<file path="config.mk">
export PLATFORM = sky130hd
export DESIGN_NAME = anti_theft_controller_flat
export DESIGN_NICKNAME = d
export VERILOG_FILES = /design/src/rtl/anti_theft_controller_if.sv /design/src/rtl/anti_theft_controller.sv /design/src/flat_wrapper.sv
export SDC_FILE = /design/constraint.sdc
export NUM_CORES = 1
export LEC_CHECK = 0
export ABC_AREA = 1
export ABC_CLOCK_PERIOD_IN_PS = 2400
export BUFFER_PORTS_ARGS = -buffer_cell sky130_fd_sc_hd__buf_2
export CORE_AREA = 2 2 53 55
export DETAILED_ROUTE_END_ITERATION = 8
export DIE_AREA = 0 0 55 57
export GPL_TIMING_DRIVEN = 0
export HOLD_SLACK_MARGIN = 0.12
export PLACE_DENSITY = 0.91
export SLEW_MARGIN = 0
export SYNTH_ARGS = -nofsm -noshare
export SYNTH_HDL_FRONTEND = slang
export SYNTH_SLANG_ARGS = --single-unit
</file>
<file path="constraint.sdc">
create_clock -name clock -period 2.4 [get_ports clock]
set_input_delay 0.24 -clock clock [delete_from_list [all_inputs] [get_ports clock]]
set_output_delay 0.24 -clock clock [all_outputs]
set_load 0.02 [all_outputs]
</file>
<file path="src/rtl/anti_theft_controller_if.sv">
// Timer handshake between the anti-theft sequencer and the shared 1 Hz countdown timer.
// The controller owns startTimer/value; the timer owns expired and its 1 Hz square wave.
interface anti_theft_controller_if;
    logic       startTimer;
    logic [3:0] value;
    logic       expired;
    logic       clock1Hz;

    modport master (
        output startTimer,
        output value,
        input  expired,
        input  clock1Hz
    );

    modport slave (
        input  startTimer,
        input  value,
        output expired,
        output clock1Hz
    );
endinterface

</file>
<file path="src/rtl/anti_theft_controller.sv">
// Anti-theft sequencer: arm/trigger/alarm FSM, programmable countdown delays,
// registered siren and status-LED outputs.
module anti_theft_controller #(
    parameter logic [3:0] T_ARM_DELAY       = 4'd6,
    parameter logic [3:0] T_DRIVER_DELAY    = 4'd8,
    parameter logic [3:0] T_PASSENGER_DELAY = 4'd15,
    parameter logic [3:0] T_ALARM_ON        = 4'd10
) (
    input  logic                            clock,
    input  logic                            reset,
    input  logic                            ignition,
    input  logic                            driverDoor,
    input  logic                            passengerDoor,
    input  logic                            reprogram,
    input  logic [1:0]                      timeParamSel,
    input  logic [3:0]                      timeValue,
    anti_theft_controller_if.master         tmr,
    output logic                            siren,
    output logic                            statusIndicator,
    output logic [2:0]                      state
);

    typedef enum logic [2:0] {
        ARMED          = 3'd0,
        TRIGGERED      = 3'd1,
        SIREN          = 3'd2,
        SIREN_HOLD     = 3'd3,
        DIS_IGN        = 3'd4,
        DIS_WAIT_OPEN  = 3'd5,
        DIS_WAIT_CLOSE = 3'd6,
        ARM_DELAY      = 3'd7
    } state_t;

    localparam logic [1:0] SEL_ARM    = 2'd0;
    localparam logic [1:0] SEL_DRIVER = 2'd1;
    localparam logic [1:0] SEL_PASS   = 2'd2;
    localparam logic [1:0] SEL_ALARM  = 2'd3;

    state_t     state_q, state_d;
    logic       start_q, start_d;
    logic [3:0] value_q, value_d;
    logic       siren_q, siren_d;
    logic       led_q, led_d;
    logic       live_q, live_d;
    logic [3:0] param_q [0:3];
    logic [3:0] param_d [0:3];

    logic       load;
    logic [1:0] load_sel;
    logic       expiry_ok;
    logic       any_door;

    // An expiry only counts for the countdown this state loaded, once its start pulse is gone.
    assign expiry_ok = live_q && !start_q && tmr.expired;
    assign any_door  = driverDoor || passengerDoor;

    always_comb begin
        param_d = param_q;
        if (reprogram) begin
            param_d[timeParamSel] = timeValue;
        end
    end

    always_comb begin
        state_d  = state_q;
        load     = 1'b0;
        load_sel = SEL_ARM;
        if (reprogram) begin
            state_d = ARMED;
        end else if (ignition && state_q != ARMED) begin
            state_d = DIS_IGN;
        end else begin
            case (state_q)
                ARMED: begin
                    if (driverDoor) begin
                        state_d  = TRIGGERED;
                        load     = 1'b1;
                        load_sel = SEL_DRIVER;
                    end else if (passengerDoor) begin
                        state_d  = TRIGGERED;
                        load     = 1'b1;
                        load_sel = SEL_PASS;
                    end
                end
                TRIGGERED: begin
                    if (expiry_ok) state_d = SIREN;
                end
                SIREN: begin
                    if (!any_door) begin
                        state_d  = SIREN_HOLD;
                        load     = 1'b1;
                        load_sel = SEL_ALARM;
                    end
                end
                SIREN_HOLD: begin
                    if (any_door)       state_d = SIREN;
                    else if (expiry_ok) state_d = ARMED;
                end
                DIS_IGN: begin
                    state_d = DIS_WAIT_OPEN;
                end
                DIS_WAIT_OPEN: begin
                    if (driverDoor) state_d = DIS_WAIT_CLOSE;
                end
                DIS_WAIT_CLOSE: begin
                    if (!driverDoor) begin
                        state_d  = ARM_DELAY;
                        load     = 1'b1;
                        load_sel = SEL_ARM;
                    end
                end
                ARM_DELAY: begin
                    if (driverDoor)     state_d = DIS_WAIT_CLOSE;
                    else if (expiry_ok) state_d = ARMED;
                end
                default: state_d = ARMED;
            endcase
        end
    end

    always_comb begin
        start_d = load;
        value_d = load ? param_q[load_sel] : value_q;
        // Any move out of the loading state kills the countdown; re-entry always reloads.
        if (load)                                live_d = 1'b1;
        else if (reprogram || state_d != state_q) live_d = 1'b0;
        else                                     live_d = live_q;
        siren_d = (state_d == SIREN) || (state_d == SIREN_HOLD);
        case (state_d)
            ARMED:                        led_d = tmr.clock1Hz;
            TRIGGERED, SIREN, SIREN_HOLD: led_d = 1'b1;
            default:                      led_d = 1'b0;
        endcase
    end

    always_ff @(posedge clock) begin
        if (reset) begin
            state_q    <= ARMED;
            start_q    <= 1'b0;
            value_q    <= 4'd0;
            siren_q    <= 1'b0;
            led_q      <= 1'b0;
            live_q     <= 1'b0;
            param_q[0] <= T_ARM_DELAY;
            param_q[1] <= T_DRIVER_DELAY;
            param_q[2] <= T_PASSENGER_DELAY;
            param_q[3] <= T_ALARM_ON;
        end else begin
            state_q    <= state_d;
            start_q    <= start_d;
            value_q    <= value_d;
            siren_q    <= siren_d;
            led_q      <= led_d;
            live_q     <= live_d;
            param_q[0] <= param_d[0];
            param_q[1] <= param_d[1];
            param_q[2] <= param_d[2];
            param_q[3] <= param_d[3];
        end
    end

    assign tmr.startTimer  = start_q;
    assign tmr.value       = value_q;
    assign siren           = siren_q;
    assign statusIndicator = led_q;
    assign state           = state_q;

endmodule

</file>
<file path="src/flat_wrapper.sv">
// flat-port wrapper written by rule: the top's interface ports become plain ports
module anti_theft_controller_flat 
#(
    parameter logic [3:0] T_ARM_DELAY       = 4'd6,
    parameter logic [3:0] T_DRIVER_DELAY    = 4'd8,
    parameter logic [3:0] T_PASSENGER_DELAY = 4'd15,
    parameter logic [3:0] T_ALARM_ON        = 4'd10
)
  (clock, reset, ignition, driverDoor, passengerDoor, reprogram, timeParamSel, timeValue, siren, statusIndicator, state, tmr_startTimer, tmr_value, tmr_expired, tmr_clock1Hz);
  anti_theft_controller_if tmr_i ();
  input  logic clock;
  input  logic reset;
  input  logic ignition;
  input  logic driverDoor;
  input  logic passengerDoor;
  input  logic reprogram;
  input  logic [1:0] timeParamSel;
  input  logic [3:0] timeValue;
  output logic siren;
  output logic statusIndicator;
  output logic [2:0] state;
  output wire logic [$bits(tmr_i.startTimer)-1:0] tmr_startTimer;
  output wire logic [$bits(tmr_i.value)-1:0] tmr_value;
  input wire logic [$bits(tmr_i.expired)-1:0] tmr_expired;
  input wire logic [$bits(tmr_i.clock1Hz)-1:0] tmr_clock1Hz;
  assign tmr_startTimer = tmr_i.startTimer;
  assign tmr_value = tmr_i.value;
  assign tmr_i.expired = tmr_expired;
  assign tmr_i.clock1Hz = tmr_clock1Hz;
  anti_theft_controller #(.T_ARM_DELAY(T_ARM_DELAY), .T_DRIVER_DELAY(T_DRIVER_DELAY), .T_PASSENGER_DELAY(T_PASSENGER_DELAY), .T_ALARM_ON(T_ALARM_ON)) u_core (.clock(clock), .reset(reset), .ignition(ignition), .driverDoor(driverDoor), .passengerDoor(passengerDoor), .reprogram(reprogram), .timeParamSel(timeParamSel), .timeValue(timeValue), .tmr(tmr_i), .siren(siren), .statusIndicator(statusIndicator), .state(state));
endmodule
</file>
==> metrics.md <==
| Metric | Value |
|---|---|
| Status | completed |
| WS Path Type | flip-flop to flip-flop |
| Seq pwr share | 55.7% |
| Setup bufs post-CTS | 0 |
| Vias in the first global route | 1,313 |
| Combinational group share of total power | 20.5% |
| Top FF cell, synth | dfxtp_1 |
| WL per Instance | 11.3 microns |
| Pre-CTS setup slack | 859 ps |
| Pint | 0.000603 W |
| Final worst path period share | 66.5% |
| Ys async rst share | 0% |
| Synth area leaders | dfxtp_1 37%, nand2_1 15%, nor2_1 8.4%, inv_1 6.4%, nand3_1 5.8% |
| Post-Synthesis Cells | 220 |
| Tmin final | 1600 ps |
| Die area | 3140 sq um |
| Antenna violations before repair | 0 |
| Routed wire length | 3130 microns |
| VDD IR max | 0.000524 V |
| Worst Setup EP | u_core.tmr.value[1]$_SDFFE_PP0P_ |
| Die height | 57 microns |
| Met3 Track Usage GR | 3.14% |
| Htree depth | 1 |
| IO buf count | 22 |
| Critical Path AT | 1860 ps |
| Worst Hold Class | input pin to flip-flop |
| Warnings, synthesis | 0 |
| Worst EP required | 2660 ps |
| Total GRT Usage | 22.4% |
| Gates resized, CTS repair | 0 |
| Area share of the largest cell type after synthesis | 36.8% |
| DP HPWL | 2370 microns |
| Total negative slack | 0 ps |
| Die Span X | 55 microns |
| Flops & latches, synth | 27 |
| Post-synth EDFFs | 0 |
| Sequential fraction of the synthesis area | 36.8% |
| Total CTS buffers | 3 |
| Switching Fraction | 31.0% |
| Mean post-synth cell area | 6.68 sq um |
| DRT Pass-1 Iters | 5 |
| Unrepaired setup endpoints after global routing | no |
| Nets | 261 |
| Fin util | 63.1% |
| Leading cell type by number of instances after synthesis | nand2_1 |
| R2r setup slk | 800 ps |
| Wire length of the first global-routing pass | 5260 microns |
| P&R area growth vs syn | 12.2% |
| Clock root cell | clkbuf_4 |
| Drt drc | 0 |
| Unique masters post-synth | 26 |
| CP max FO | 10 |
| Final hold vios | 0 |
| CTS tree | built |
| Share of post-route cells with drive strength above 1 | 18.7% |
| Slew margin rel. | 61.1% |
| Crit path capture type | flip-flop |
| Setup-failing EPs final | 0 |
| Routing usage on met1 | 27.2% |
| Largest net degree at the start of global routing | 17 |
| CTS Hold Buffers Added | 0 |
| Post-synth top area cell | dfxtp_1 |
| Synth top cells by count | 58 x nand2_1, 33 x nor2_1, 27 x dfxtp_1 |
| Gr ovfl total | 0 |
| Final ANT Viol Nets | 0 |
| Avg Vias per Cell | 5.11 |
| Clock sink count | 27 |
| Path depth of the worst reg2reg path | 12 |
| N_diodes | 0 |
| Starting Density | 56.2% |
| Row cnt | 19 |
| Final Skew | 7.37 ps |
| Max Clk Rate | 627 MHz |
| GRT busiest layer | met2 |
| Pwr Density | 530 nW/um^2 |
| Initial drt markers | 40 |
| Final Max Slew Viols | 0 |
| Clock buffer depth | 2 |
| Worst-Margin Slew | 580 ps |
| R2r startpoint | u_core.state[1]$_SDFF_PP0_ |
| Clk slew on worst S/H paths | 160 ps |
| GP Congestion | 0.792 |
| Total of max-cap violations | 0 |
| Cell area after synthesis | 1470 sq um |
| Design Area, Final | 1650 sq um |
| Io pins | 24 |
| LEAKAGE | 0.855 nW |
| Core Box Area | 2620 sq um |
| Worst R2R End | u_core.tmr.value[1]$_SDFFE_PP0P_ |
| Synthesized Nets | 234 |
| Area after DPL | 1620 sq um |
| P_sw | 0.000271 W |
| Later-pin clock latency in the skew report | 340 ps |
| Power share of the clock group | 23.8% |
| CP Launch Point | u_core.state[1]$_SDFF_PP0_ |
| Vias | 1,416 |
| CP Launch Type | flip-flop |
| Met2 Use GR | 39.5% |
| Final WS setup | 805 ps |
[critical path, stage by stage (launching register included)]
cell	delay (ps)
dfxtp_1	480
inv_4	110
nand3_4	140
nand2_4	60
nand2_4	70
inv_6	50
nand2_4	80
buf_6	130
nand2_1	70
o211ai_1	110
nand3_1	110
nand2_1	70
inv_1	30
[cells in the final DEF, fill, tap and decap left out]
| master | netlist | layout |
|---|---|---|
| clkinv_4 | 1 | 1 |
| nand3_1 | 17 | 17 |
| o21ai_0 | 13 | 13 |
| buf_6 | 3 | 3 |
| clkinvlp_4 | 0 | 1 |
| inv_4 | 2 | 2 |
| nor2_4 | 2 | 2 |
| clkinv_1 | 1 | 1 |
| nand3_4 | 1 | 1 |
| dfxtp_1 | 27 | 27 |
| nand3_2 | 1 | 1 |
| buf_2 | 0 | 22 |
| nand3b_1 | 1 | 1 |
| inv_2 | 3 | 3 |
| nor3_1 | 4 | 4 |
| nand4_1 | 3 | 3 |
| a21oi_1 | 7 | 7 |
| nand2_4 | 3 | 3 |
| o21ai_1 | 2 | 2 |
| inv_1 | 25 | 25 |
| buf_4 | 1 | 1 |
| clkbuf_4 | 0 | 3 |
| nor2_1 | 33 | 33 |
| o21ai_2 | 1 | 1 |
| nor3_2 | 1 | 1 |
| inv_6 | 1 | 1 |
| clkbuf_1 | 1 | 1 |
| nand2_1 | 58 | 58 |
| o211ai_1 | 8 | 8 |
[kinds of logic after synthesis]
family | count (synthesis) | share of synthesized area, %
buf+inv | 38 | 12.5
flops | 27 | 36.8
simple gates | 124 | 38.6
compound gates | 31 | 12.2
[registers in the layout, summed over array words and instances, names as in the netlist]
register	cells
u_core.siren	1
u_core.state	3
u_core.statusIndicator	1
u_core.tmr.value	4
u_core.tmr.startTimer	1
u_core.live_q	1
u_core.param_q	16
[power groups by stage]
stage,Sequential [W],Combinational (W),Clock [W]
after floorplan,0.000507,0.000116,0
after global placement,0.000495,0.000174,0
after detailed placement,0.000495,0.000178,0
after CTS,0.000486,0.000180,0.000208
after global routing,0.000489,0.000204,0.000222
final,0.000486,0.000179,0.000208
[cell type report]
class | instances | area (sq um)
Multi-Input combinational cell | 155 | 746
Buffer | 5 | 45.0
Timing Repair Buffer | 22 | 110
Sequential cell | 27 | 541
Inverter | 33 | 139
Tap cell | 31 | 38.8
Clock buffer | 3 | 22.5
Clock inverter | 1 | 7.51
Fill cell | 269 | 966
[worst min path at each step]
stage	slack, ps	cells after the start	endpoint	start
after floorplan	370	2	u_core.param_q[3]$_SDFFE_PP1P_	timeValue[3]
after global placement	440	2	u_core.param_q[1]$_SDFFE_PP1P_	u_core.param_q[1]$_SDFFE_PP1P_
after detailed placement	440	2	u_core.param_q[2]$_SDFFE_PP0P_	u_core.param_q[2]$_SDFFE_PP0P_
after CTS	130	2	u_core.state[2]$_SDFF_PP0_	reset
after global routing	140	2	u_core.state[0]$_SDFF_PP0_	reset
final	130	2	u_core.state[0]$_SDFF_PP0_	reset
[per-stage QoR]
| step | power [W] | hold slack (ps) | cells |
|---|---|---|---|
| floorplan | 0.000623 | 366 | 220 |
| global placement | 0.000669 | 439 | 273 |
| detailed placement | 0.000674 | 445 | 273 |
| CTS | 0.000874 | 125 | 277 |
| global route | 0.000915 | 138 | 277 |
| finish | 0.000874 | 127 | 277 |
[per-layer routing]
| metal | vias up | part of all wire (%) | routed length, microns |
|---|---|---|---|
| li1 | 748 | - | - |
| met1 | 626 | 45 | 1420 |
| met2 | 34 | 48 | 1510 |
| met3 | 8 | 4.5 | 142 |
| met4 | 0 | 1.7 | 54 |
| met5 | - | 0 | 0 |
(Power assumes the default switching activity.)
